$ cat config.mk
export PLATFORM = sky130hd
export DESIGN_NAME = uart_tx_controller_flat
export DESIGN_NICKNAME = d
export VERILOG_FILES = /design/src/rtl/uart_tx_controller_if.sv /design/src/rtl/uart_tx_controller.sv /design/src/flat_wrapper.sv
export SDC_FILE = /design/constraint.sdc
export NUM_CORES = 1
export LEC_CHECK = 0
export ABC_CLOCK_PERIOD_IN_PS = 3900
export CAP_MARGIN = 20
export CORE_ASPECT_RATIO = 0.9
export CORE_MARGIN = 5
export CORE_UTILIZATION = 40
export CTS_CLUSTER_SIZE = 28
export DETAILED_ROUTE_END_ITERATION = 10
export PLACE_DENSITY = 0.7
export SLEW_MARGIN = 20
export SYNTH_ARGS = -nofsm -noshare
export SYNTH_HDL_FRONTEND = slang
export SYNTH_SLANG_ARGS = --single-unit
$ cat constraint.sdc
create_clock -name CLK -period 3.9 [get_ports CLK]
set_clock_uncertainty 0.05 [all_clocks]
set_input_delay 1.17 -clock CLK [delete_from_list [all_inputs] [get_ports CLK]]
set_output_delay 1.17 -clock CLK [all_outputs]
set_load 0.02 [all_outputs]
$ cat src/rtl/uart_tx_controller_if.sv
// Byte handshake and serializer hookup for the UART TX frame sequencer.
// master: system side plus serializer; slave: the frame sequencer.
interface uart_tx_controller_if #(
  parameter int DATA_WIDTH = 8
);
  logic                  Data_Valid;
  logic [DATA_WIDTH-1:0] P_DATA;
  logic                  PAR_EN;
  logic                  PAR_TYP;
  logic                  ser_data;
  logic                  ser_done;
  logic                  ser_en;
  logic                  TX_OUT;
  logic                  busy;
  logic                  frame_err;

  modport master (
    output Data_Valid, P_DATA, PAR_EN, PAR_TYP, ser_data, ser_done,
    input  ser_en, TX_OUT, busy, frame_err
  );

  modport slave (
    input  Data_Valid, P_DATA, PAR_EN, PAR_TYP, ser_data, ser_done,
    output ser_en, TX_OUT, busy, frame_err
  );
endinterface

$ cat src/rtl/uart_tx_controller.sv
// UART TX frame sequencer: start, DATA_WIDTH serializer bits, optional
// parity, STOP_BITS stop bits. One CLK per line bit. STOP_BITS is 1 or 2.
module uart_tx_controller #(
  parameter int DATA_WIDTH = 8,
  parameter int STOP_BITS  = 1
) (
  input  logic                  CLK,
  input  logic                  RST,
  uart_tx_controller_if.slave   bus
);

  localparam int CW = $clog2(DATA_WIDTH + 1);
  localparam int SW = $clog2(STOP_BITS + 1);

  typedef enum logic [2:0] {
    IDLE   = 3'd0,
    START  = 3'd1,
    DATA   = 3'd2,
    PARITY = 3'd3,
    STOP   = 3'd4
  } state_t;

  state_t                state_q, state_d;
  logic [CW-1:0]         bit_cnt_q, bit_cnt_d;
  logic [SW-1:0]         stop_cnt_q, stop_cnt_d;
  logic [DATA_WIDTH-1:0] data_q;
  logic                  par_en_q;
  logic                  par_typ_q;
  logic                  par_bit_q;
  logic                  frame_err_q;
  logic                  accept;
  logic                  set_err;
  logic                  last_bit;

  // The serializer owns the data bits on the line; the latched byte and
  // parity type are kept only as a record of the frame in flight.
  logic unused_latched;
  assign unused_latched = ^{data_q, par_typ_q};

  assign last_bit = (bit_cnt_q == CW'(DATA_WIDTH - 1));

  // State, counters and per-frame configuration registers.
  always_ff @(posedge CLK or posedge RST) begin
    if (RST) begin
      state_q     <= IDLE;
      bit_cnt_q   <= '0;
      stop_cnt_q  <= '0;
      data_q      <= '1;
      par_en_q    <= 1'b0;
      par_typ_q   <= 1'b0;
      par_bit_q   <= 1'b0;
      frame_err_q <= 1'b0;
    end else begin
      state_q    <= state_d;
      bit_cnt_q  <= bit_cnt_d;
      stop_cnt_q <= stop_cnt_d;
      if (accept) begin
        data_q    <= bus.P_DATA;
        par_en_q  <= bus.PAR_EN;
        par_typ_q <= bus.PAR_TYP;
        par_bit_q <= (^bus.P_DATA) ^ bus.PAR_TYP;
      end
      if (set_err) frame_err_q <= 1'b1;
    end
  end

  // Next-state sequencing; watchdog ends DATA after DATA_WIDTH cycles even
  // without ser_done, flagging the frame but still finishing it cleanly.
  always_comb begin
    state_d    = state_q;
    bit_cnt_d  = bit_cnt_q;
    stop_cnt_d = stop_cnt_q;
    accept     = 1'b0;
    set_err    = 1'b0;
    case (state_q)
      IDLE: begin
        if (bus.Data_Valid) begin
          accept  = 1'b1;
          state_d = START;
        end
      end
      START: begin
        bit_cnt_d = '0;
        state_d   = DATA;
      end
      DATA: begin
        bit_cnt_d = bit_cnt_q + CW'(1);
        if (bus.ser_done || last_bit) begin
          set_err    = !bus.ser_done;
          stop_cnt_d = '0;
          state_d    = par_en_q ? PARITY : STOP;
        end
      end
      PARITY: begin
        stop_cnt_d = '0;
        state_d    = STOP;
      end
      STOP: begin
        if (stop_cnt_q == SW'(STOP_BITS - 1)) begin
          stop_cnt_d = '0;
          state_d    = IDLE;
        end else begin
          stop_cnt_d = stop_cnt_q + SW'(1);
        end
      end
      default: begin
        bit_cnt_d  = '0;
        stop_cnt_d = '0;
        state_d    = IDLE;
      end
    endcase
  end

  // Line outputs decoded from the registered state only.
  always_comb begin
    bus.TX_OUT = 1'b1;
    bus.ser_en = 1'b0;
    bus.busy   = 1'b0;
    case (state_q)
      START: begin
        bus.TX_OUT = 1'b0;
        bus.ser_en = 1'b1;
        bus.busy   = 1'b1;
      end
      DATA: begin
        bus.TX_OUT = bus.ser_data;
        bus.ser_en = 1'b1;
        bus.busy   = 1'b1;
      end
      PARITY: begin
        bus.TX_OUT = par_bit_q;
        bus.busy   = 1'b1;
      end
      STOP: begin
        bus.busy = 1'b1;
      end
      default: begin
        bus.TX_OUT = 1'b1;
      end
    endcase
  end

  assign bus.frame_err = frame_err_q;

endmodule

$ cat src/flat_wrapper.sv
// flat-port wrapper written by rule: the top's interface ports become plain ports
module uart_tx_controller_flat 
#(
  parameter int DATA_WIDTH = 8,
  parameter int STOP_BITS  = 1
)
  (CLK, RST, bus_Data_Valid, bus_P_DATA, bus_PAR_EN, bus_PAR_TYP, bus_ser_data, bus_ser_done, bus_ser_en, bus_TX_OUT, bus_busy, bus_frame_err);
  uart_tx_controller_if #(.DATA_WIDTH(DATA_WIDTH)) bus_i ();
  input  logic CLK;
  input  logic RST;
  input wire logic [$bits(bus_i.Data_Valid)-1:0] bus_Data_Valid;
  input wire logic [$bits(bus_i.P_DATA)-1:0] bus_P_DATA;
  input wire logic [$bits(bus_i.PAR_EN)-1:0] bus_PAR_EN;
  input wire logic [$bits(bus_i.PAR_TYP)-1:0] bus_PAR_TYP;
  input wire logic [$bits(bus_i.ser_data)-1:0] bus_ser_data;
  input wire logic [$bits(bus_i.ser_done)-1:0] bus_ser_done;
  output wire logic [$bits(bus_i.ser_en)-1:0] bus_ser_en;
  output wire logic [$bits(bus_i.TX_OUT)-1:0] bus_TX_OUT;
  output wire logic [$bits(bus_i.busy)-1:0] bus_busy;
  output wire logic [$bits(bus_i.frame_err)-1:0] bus_frame_err;
  assign bus_i.Data_Valid = bus_Data_Valid;
  assign bus_i.P_DATA = bus_P_DATA;
  assign bus_i.PAR_EN = bus_PAR_EN;
  assign bus_i.PAR_TYP = bus_PAR_TYP;
  assign bus_i.ser_data = bus_ser_data;
  assign bus_i.ser_done = bus_ser_done;
  assign bus_ser_en = bus_i.ser_en;
  assign bus_TX_OUT = bus_i.TX_OUT;
  assign bus_busy = bus_i.busy;
  assign bus_frame_err = bus_i.frame_err;
  uart_tx_controller #(.DATA_WIDTH(DATA_WIDTH), .STOP_BITS(STOP_BITS)) u_core (.CLK(CLK), .RST(RST), .bus(bus_i));
endmodule
# Yosys cells after proc, flatten, opt, wreduce, memory -nomap -nowiden
# Index checks and enable logic that the tools add are counted.
[totals] ff_bits=11 inputBits=15 out_inout_bits=4 elab_cells=44
[op_classes] n_addsub=2 n_eq_ne=8 mux=16 n_bitwise=2 n_reduce_logical=10
[ops] operator="$pmux W3 S5" count=1
[ops] operator="$mux W3" count=4
[ops] operator="$mux W1" count=8
[ops] operator="$pmux W4 S2" count=1
[ops] operator="$reduce_xor A8 Y1" count=1
[ops] operator="$eq A3 B2 Y1 const B" count=2
[ops] operator="$pmux W1 S3" count=2
[ops] operator="$add A4 B1 Y4 const B" count=1
[ops] operator="$eq A4 B3 Y1 const B" count=1
[ops] operator="$ne A2 B2 Y1 const B" count=2
[ops] operator="$reduce_or A2 Y1" count=2
[ops] operator="$reduce_or A4 Y1" count=1
[ops] operator="$eq A3 B1 Y1 const B" count=1
[ops] operator="$eq A3 B3 Y1 const B" count=1
[ops] operator="$logic_not A3 Y1" count=1
[ops] operator="$reduce_and A3 Y1" count=1
[ops] operator="$reduce_or A3 Y1" count=1
[ops] operator="$ne A2 B1 Y1 const B" count=1
[ops] operator="$reduce_and A2 Y1" count=1
[ops] operator="$add A1 B1 Y1 const B" count=1
[ops] operator="$logic_not A1 Y1" count=1
[ops] operator="$logic_or A1 B1 Y1" count=1
[ops] operator="$not A1 Y1" count=1
[ops] operator="$xor A1 B1 Y1" count=1

# Longest topological paths before layout
# Gate-level depths: netlist of run 1.
[depth] ltp_word=4 depth_mapped=5 ltp_nobuf=5

# Least setup slack after synthesis of run 1
# Ideal clock, no wire load.
[synth_timing] kind="input port to output port" start="input port bus_ser_data" end="output port bus_TX_OUT" arrival_ps=1653 required_ps=2680 slack_ps=1027 stages=3 n_path_buf=0 cell_sequence="inv_1 a21oi_1 a311o_1"
[synth_via] elab_chain_len=1
[synth_rtl] item="start, declared" line="flat_wrapper.sv:15" source="input wire logic [$bits(bus_i.ser_data)-1:0] bus_ser_data;"
[synth_rtl] item="$pmux W1 S3" line="uart_tx_controller.sv:119" source="case (state_q)"
[synth_rtl] item="end, declared" line="flat_wrapper.sv:18" source="output wire logic [$bits(bus_i.TX_OUT)-1:0] bus_TX_OUT;"
# No other way between the ends.

# Worst setup path after layout of run 1
# Same ends and word-level chain as after synthesis.

==> impl_metrics.py, run 1 <==
metrics = {
    "power": {
        "vdd_drop_max_uv": 382,
        "p_comb_frac": 0.481,
        "seqPwrFrac": 0.366,
        "pwr-share-clk": 0.153,
        "intPower_uw": 371,
        "switchingPower_uw": 247,
        "p_leak_uw": 0.000374,
        "pwr_density_cell_nw_per_um2": 716,
        "p_sw_frac": 0.400,
    },
    "global_route": {
        "grt_pass1_vias": 501,
        "overflow": 0,
        "grt_pass1_wl_um": 2240,
        "antenna_found_initial": 0,
        "grt_max_degree": 16,
        "grt_usage": 0.126,
    },
    "critical_path": {
        "crit_required_ns": 2.68,
        "worst_ep_arrival_time_ns": 2.54,
        "worstPathMaxFanout": 1,
        "timing.rr.start": "u_core.state_q[1]",
        "end_kind": "primary output",
        "critical_path_class": "input port to primary output",
        "startpoint_type": "input port",
        "startpoint": "bus_ser_data",
    },
    "finish": {
        "fin_cells": 103,
        "register_area_um2": 250,
        "area_growth_syn_to_layout_pct": 36.3,
        "nFillCells": 136,
        "n_antenna_cell": 0,
        "finish.net_count": 98,
        "multi_input_area_um2": 359,
        "drive_above_1_share": 0.111,
    },
    "clock_network": {
        "cts_tree": "built",
        "cts_buffer_depth": 2,
        "post_cts_resized": 0,
        "cts_setup_buffers": 0,
        "numCtsBuffers": 3,
        "clock_insertion_delay_worst_skew_ns": 0.27,
        "cts-hold-fix-buffers": 0,
        "h-tree-depth": 1,
        "numClockSinks": 10,
        "cts-root-buf": "clkbuf_4",
        "clk_pin_slew_ns": 0.06,
    },
    "timing": {
        "worstMarginPinSlew_ns": 0.440,
        "whs_ns": 0.411,
        "setup_tns_ns": 0,
        "slew_headroom": 0.707,
        "final_hold_viol_count": 0,
        "fmax_ghz": 0.266,
        "fin_crit_sh": 0.963,
        "period_minus_slack_ns": 3.76,
        "setup_viol": 0,
        "rsz0062_at_grt": "no",
        "slew_viol_final": 0,
    },
    "logic_synthesis": {
        "netlist_top_cells_count": "dfrtp_1 (10), a21oi_1 (5), xnor2_1 (4)",
        "yosys-top-cells-area": "dfrtp_1 (39%), xnor2_1 (5.5%), xnor2_2 (5.1%), a21oi_1 (3.9%), xnor3_1 (3.6%)",
        "synth_nets": 78,
        "synth.distinct_cells": 36,
        "yosysTopAreaCell": "dfrtp_1",
        "yosysSeqAreaShare": 0.394,
        "syn_area_um2": 634,
        "async_flop_share": 1.00,
        "yosys.cell_count.top_type": "dfrtp_1",
        "avgSynthCellArea_um2": 10.2,
        "synth-seq-cells": 10,
        "yosysWarnings": 0,
        "synth_edf_count": 0,
        "synthCells": 62,
        "synth_top_area_frac": 0.394,
        "synth-main-ff-cell": "dfrtp_1",
    },
    "worst_hold_path": {
        "hold_class": "register to register",
        "hold_start": "u_core.bus.frame_err",
    },
    "route": {
        "ant_nets": 0,
        "finalWirelength_um": 1310,
        "drc": 0,
        "vias": 528,
        "first_pass_iters": 4,
        "avgRoutedWirePerCell_um": 12.8,
        "drtIter0Drc": 4,
        "viasPerCell": 5.13,
    },
    "floorplanning": {
        "die_width_um": 52.0,
        "ios": 19,
        "core_area_um2": 1480,
        "rows": 13,
        "die_h_um": 47.8,
        "start_util": 0.429,
        "die-area_um2": 2480,
    },
    "outcome": {
        "status": "finished clean",
    },
    "job": {
        "maxCapViolCount": 0,
    },
    "placed_design": {
        "portBuffers": 18,
        "dpl.cell_count": 99,
        "place_congestion": 0.757,
        "dp_hpwl_um": 1020,
    },
}
[cells by family after synthesis]
group           share of synthesized area
compound gates                      0.191
xor+xnor                            0.156
fa+ha+maj                          0.0197
buf+inv                            0.0394
flops                               0.394
mux                                0.0572
simple gates                        0.142
[critical path: stages]
cell	delay, ns
clkdlybuf4s50_1	0.40
inv_1	0.05
a21oi_1	0.05
a311o_1	0.33
clkdlybuf4s50_1	0.54
[path summary, 6_finish.rpt]
kind                       slack (ns)  cells past startpoint                   end
max                              0.14                      5            bus_TX_OUT
min in group asynchronous        1.12                      2   u_core.bit_cnt_q[0]
min reg2reg                      0.41                      1  u_core.bus.frame_err
max reg2reg                      2.46                      4       u_core.par_en_q
max in group asynchronous        2.40                      2     u_core.state_q[0]
min                              0.41                      1  u_core.bus.frame_err
[routing by layer]
layer / wire (um) / vias up / GRT usage
li1: - / 262 / -
met1: 592 / 252 / 0.158
met2: 657 / 10 / 0.201
met3: 46 / 4 / 0.0405
met4: 19 / 0 / 0.0628
met5: 0 / - / 0
[layout by cell type (no fill, tap or decap), types with 2 or more instances in the layout]
master,n
nand2_1,3
dfrtp_1,10
inv_1,2
clkbuf_4,3
xnor2_1,4
xnor2_2,2
o2bb2ai_1,2
nand2b_1,2
nor2_1,3
o21ai_1,2
clkdlybuf4s50_1,18
a21oi_1,5
[state kept, by name, indices dropped and copies added, names as in the netlist]
register              count
u_core.par_bit_q          1
u_core.par_en_q           1
u_core.state_q            3
u_core.bit_cnt_q          4
u_core.bus.frame_err      1
[metrics by stage]
step	power [uW]	worst slack (ns)	cell area, um2	util
floorplan	421	1.03	634	-
global placement	520	0.153	828	0.560
detailed placement	527	0.138	828	0.560
CTS	627	0.139	865	0.584
global route	670	0.0764	865	0.584
finish	619	0.144	865	0.584
[power groups by stage]
stage                     Clock (uW)  Sequential [uW]  Combinational, uW
after detailed placement           0              229                298
after global placement             0              227                293
final                           94.6              226                298
after global routing             105              238                328
after floorplan                    0              188                233
after CTS                       98.0              227                302
[cell type report]
class / instances / share of cell area
inverters: 3 / 0.0130
flip-flops and latches: 10 / 0.289
well taps: 22 / 0.0318
multi-input cells: 46 / 0.415
clock buffers: 4 / 0.0420
repair buffers: 18 / 0.208
Note: power is estimated with default switching activity, not from simulation.
==> inputs of run 2 (changes only) <==
--- a/config.mk
+++ b/config.mk
@@ -5,14 +5,14 @@
 export SDC_FILE = /design/constraint.sdc
 export NUM_CORES = 1
 export LEC_CHECK = 0
-export ABC_CLOCK_PERIOD_IN_PS = 3900
+export ABC_CLOCK_PERIOD_IN_PS = 4700
 export CAP_MARGIN = 20
 export CORE_ASPECT_RATIO = 0.9
 export CORE_MARGIN = 5
 export CORE_UTILIZATION = 40
 export CTS_CLUSTER_SIZE = 28
 export DETAILED_ROUTE_END_ITERATION = 10
-export PLACE_DENSITY = 0.7
+export PLACE_DENSITY = 0.81
 export SLEW_MARGIN = 20
 export SYNTH_ARGS = -nofsm -noshare
 export SYNTH_HDL_FRONTEND = slang
==> constraint.sdc (replaced) <==
create_clock -name CLK -period 4.7 [get_ports CLK]
set_clock_uncertainty 0.05 [all_clocks]
set_input_delay 1.41 -clock CLK [delete_from_list [all_inputs] [get_ports CLK]]
set_output_delay 1.41 -clock CLK [all_outputs]
set_load 0.02 [all_outputs]
==> impl_metrics.py, run 2 (synthesized netlist as in run 1, its figures left out) <==
metrics = {
    "route": {
        "route.met3.wl_um": 50,
        "drtIter0Drc": 6,
        "finalWirelength_um": 1390,
        "drc": 0,
        "avgRoutedWirePerCell_um": 13.5,
        "first_pass_iters": 4,
        "highest_layer": "met4",
        "ant_nets": 0,
        "met2WireLength_um": 678,
        "vias": 517,
        "viasPerCell": 5.02,
        "m1WireLength_um": 639,
    },
    "critical_path": {
        "crit_required_ns": 3.24,
        "path_common_cell": "clkdlybuf4s50_1",
        "critPathMaxStageDelay_ns": 0.54,
        "rrSetupSlack_ns": 3.24,
        "slowest_stage": "clkdlybuf4s50_1",
        "end_kind": "primary output",
        "startpoint": "bus_ser_data",
        "r2r_end": "u_core.par_en_q",
        "reg2regPathDepth": 4,
        "startpoint_type": "input port",
        "path_cells": "clkdlybuf4s50_1 -> inv_1 -> a21oi_1 -> a311o_1 -> clkdlybuf4s50_1",
        "timing.rr.start": "u_core.state_q[1]",
        "critical_path_class": "input port to primary output",
        "worst_ep_arrival_time_ns": 2.78,
        "worstPathMaxFanout": 1,
    },
    "job": {
        "maxCapViolCount": 0,
    },
    "timing": {
        "slew_headroom": 0.693,
        "whs_ns": 0.412,
        "fin_crit_sh": 0.903,
        "rsz0062_at_grt": "no",
        "worstMarginPinSlew_ns": 0.461,
        "period_minus_slack_ns": 4.24,
        "slew_viol_final": 0,
        "fmax_ghz": 0.236,
        "setup_viol": 0,
        "setup_tns_ns": 0,
        "final_hold_viol_count": 0,
    },
    "finish": {
        "reg_top3": "u_core.bit_cnt_q x4, u_core.state_q x3",
        "finish.net_count": 98,
        "nFillCells": 130,
        "top_register": "u_core.bit_cnt_q",
        "drive_above_1_share": 0.111,
        "n_antenna_cell": 0,
        "final_common_cell": "clkdlybuf4s50_1",
        "largest_register_ffs": 4,
        "layout_common_cells": "clkdlybuf4s50_1 (18), dfrtp_1 (10), a21oi_1 (5)",
        "area_growth_syn_to_layout_pct": 36.3,
    },
    "global_route": {
        "overflow": 0,
        "grt_pass1_wl_um": 2200,
        "antenna_found_initial": 0,
        "grt_usage": 0.127,
        "grt_pass1_vias": 496,
        "grt_max_degree": 16,
    },
    "clock_network": {
        "cts-hold-fix-buffers": 0,
        "numClockSinks": 10,
        "clock_insertion_delay_worst_skew_ns": 0.28,
        "cts-root-buf": "clkbuf_4",
        "numCtsBuffers": 3,
        "cts_tree": "built",
        "h-tree-depth": 1,
        "cts_buffer_depth": 2,
        "post_cts_resized": 0,
        "clk_pin_slew_ns": 0.07,
        "cts_setup_buffers": 0,
    },
    "floorplanning": {
        "die-area_um2": 2480,
        "core_area_um2": 1480,
        "die_h_um": 47.8,
        "start_util": 0.429,
        "ios": 19,
        "die_width_um": 52.0,
        "rows": 13,
    },
    "outcome": {
        "status": "finished clean",
    },
    "worst_hold_path": {
        "hold_start": "u_core.bus.frame_err",
        "hold_class": "register to register",
        "whs_endpoint": "u_core.bus.frame_err",
        "hold-path-cell-count": 1,
    },
    "power": {
        "pwr_density_cell_nw_per_um2": 598,
        "vdd_drop_max_uv": 341,
        "p_leak_uw": 0.000374,
        "finalPower_uw": 517,
    },
    "placed_design": {
        "dp_hpwl_um": 1090,
        "portBuffers": 18,
        "place_congestion": 0.823,
    },
}
## run 2: cell counts in the layout (fill, tap and decap cells not counted)
Identical to the previous run, type by type.
## run 2: per-stage QoR
step                      setup WS, ns  std cells  cell area (um2)  utilization
after CTS                        0.448        103              865        0.584
final                            0.457        103              865        0.584
after detailed placement         0.454         99              828        0.560
after global placement           0.476         99              828        0.560
after global routing             0.393        103              865        0.584
after floorplan                   1.35         62              634            -
## run 2: where the power goes
part	switching [uW]	total [uW]	internal (uW)
Combinational	112	248	136
Sequential	62.1	187	125
Clock	34.8	81.9	47.1
## run 2: area by class of cell
type                       count  area (um2)  share of cell area
inverter                       3        11.3              0.0130
tap                           22        27.5              0.0318
sequential                    10         250               0.289
multi-input combinational     46         359               0.415
clock buffer                   4        36.3              0.0420
timing repair buffer          18         180               0.208
## run 2: metal layers
layer | vias up | GRT usage
met3 | 3 | 0.0374
met2 | 11 | 0.190
met4 | 0 | 0.0785
met1 | 241 | 0.163
met5 | - | 0
li1 | 262 | -
## run 2: critical path: cells and delay by family
| family | cells | cell delay (ns) |
|---|---|---|
| buf+inv | 3 | 0.99 |
| compound gates | 2 | 0.39 |
## run 2: worst max path at each step
| stage | to | slack [ns] | cells after the start |
|---|---|---|---|
| floorplan | bus_TX_OUT | 1.35 | 3 |
| global placement | bus_TX_OUT | 0.48 | 5 |
| detailed placement | bus_TX_OUT | 0.45 | 5 |
| CTS | bus_TX_OUT | 0.45 | 5 |
| global route | bus_TX_OUT | 0.39 | 5 |
| finish | bus_TX_OUT | 0.46 | 5 |
==> inputs of run 3 (changes only) <==
--- a/config.mk
+++ b/config.mk
@@ -5,7 +5,6 @@
 export SDC_FILE = /design/constraint.sdc
 export NUM_CORES = 1
 export LEC_CHECK = 0
-export ABC_CLOCK_PERIOD_IN_PS = 4700
 export CAP_MARGIN = 20
 export CORE_ASPECT_RATIO = 0.9
 export CORE_MARGIN = 5
==> results of run 3 <==
The final DEF is identical to that of run 2; final timing and power are the same.
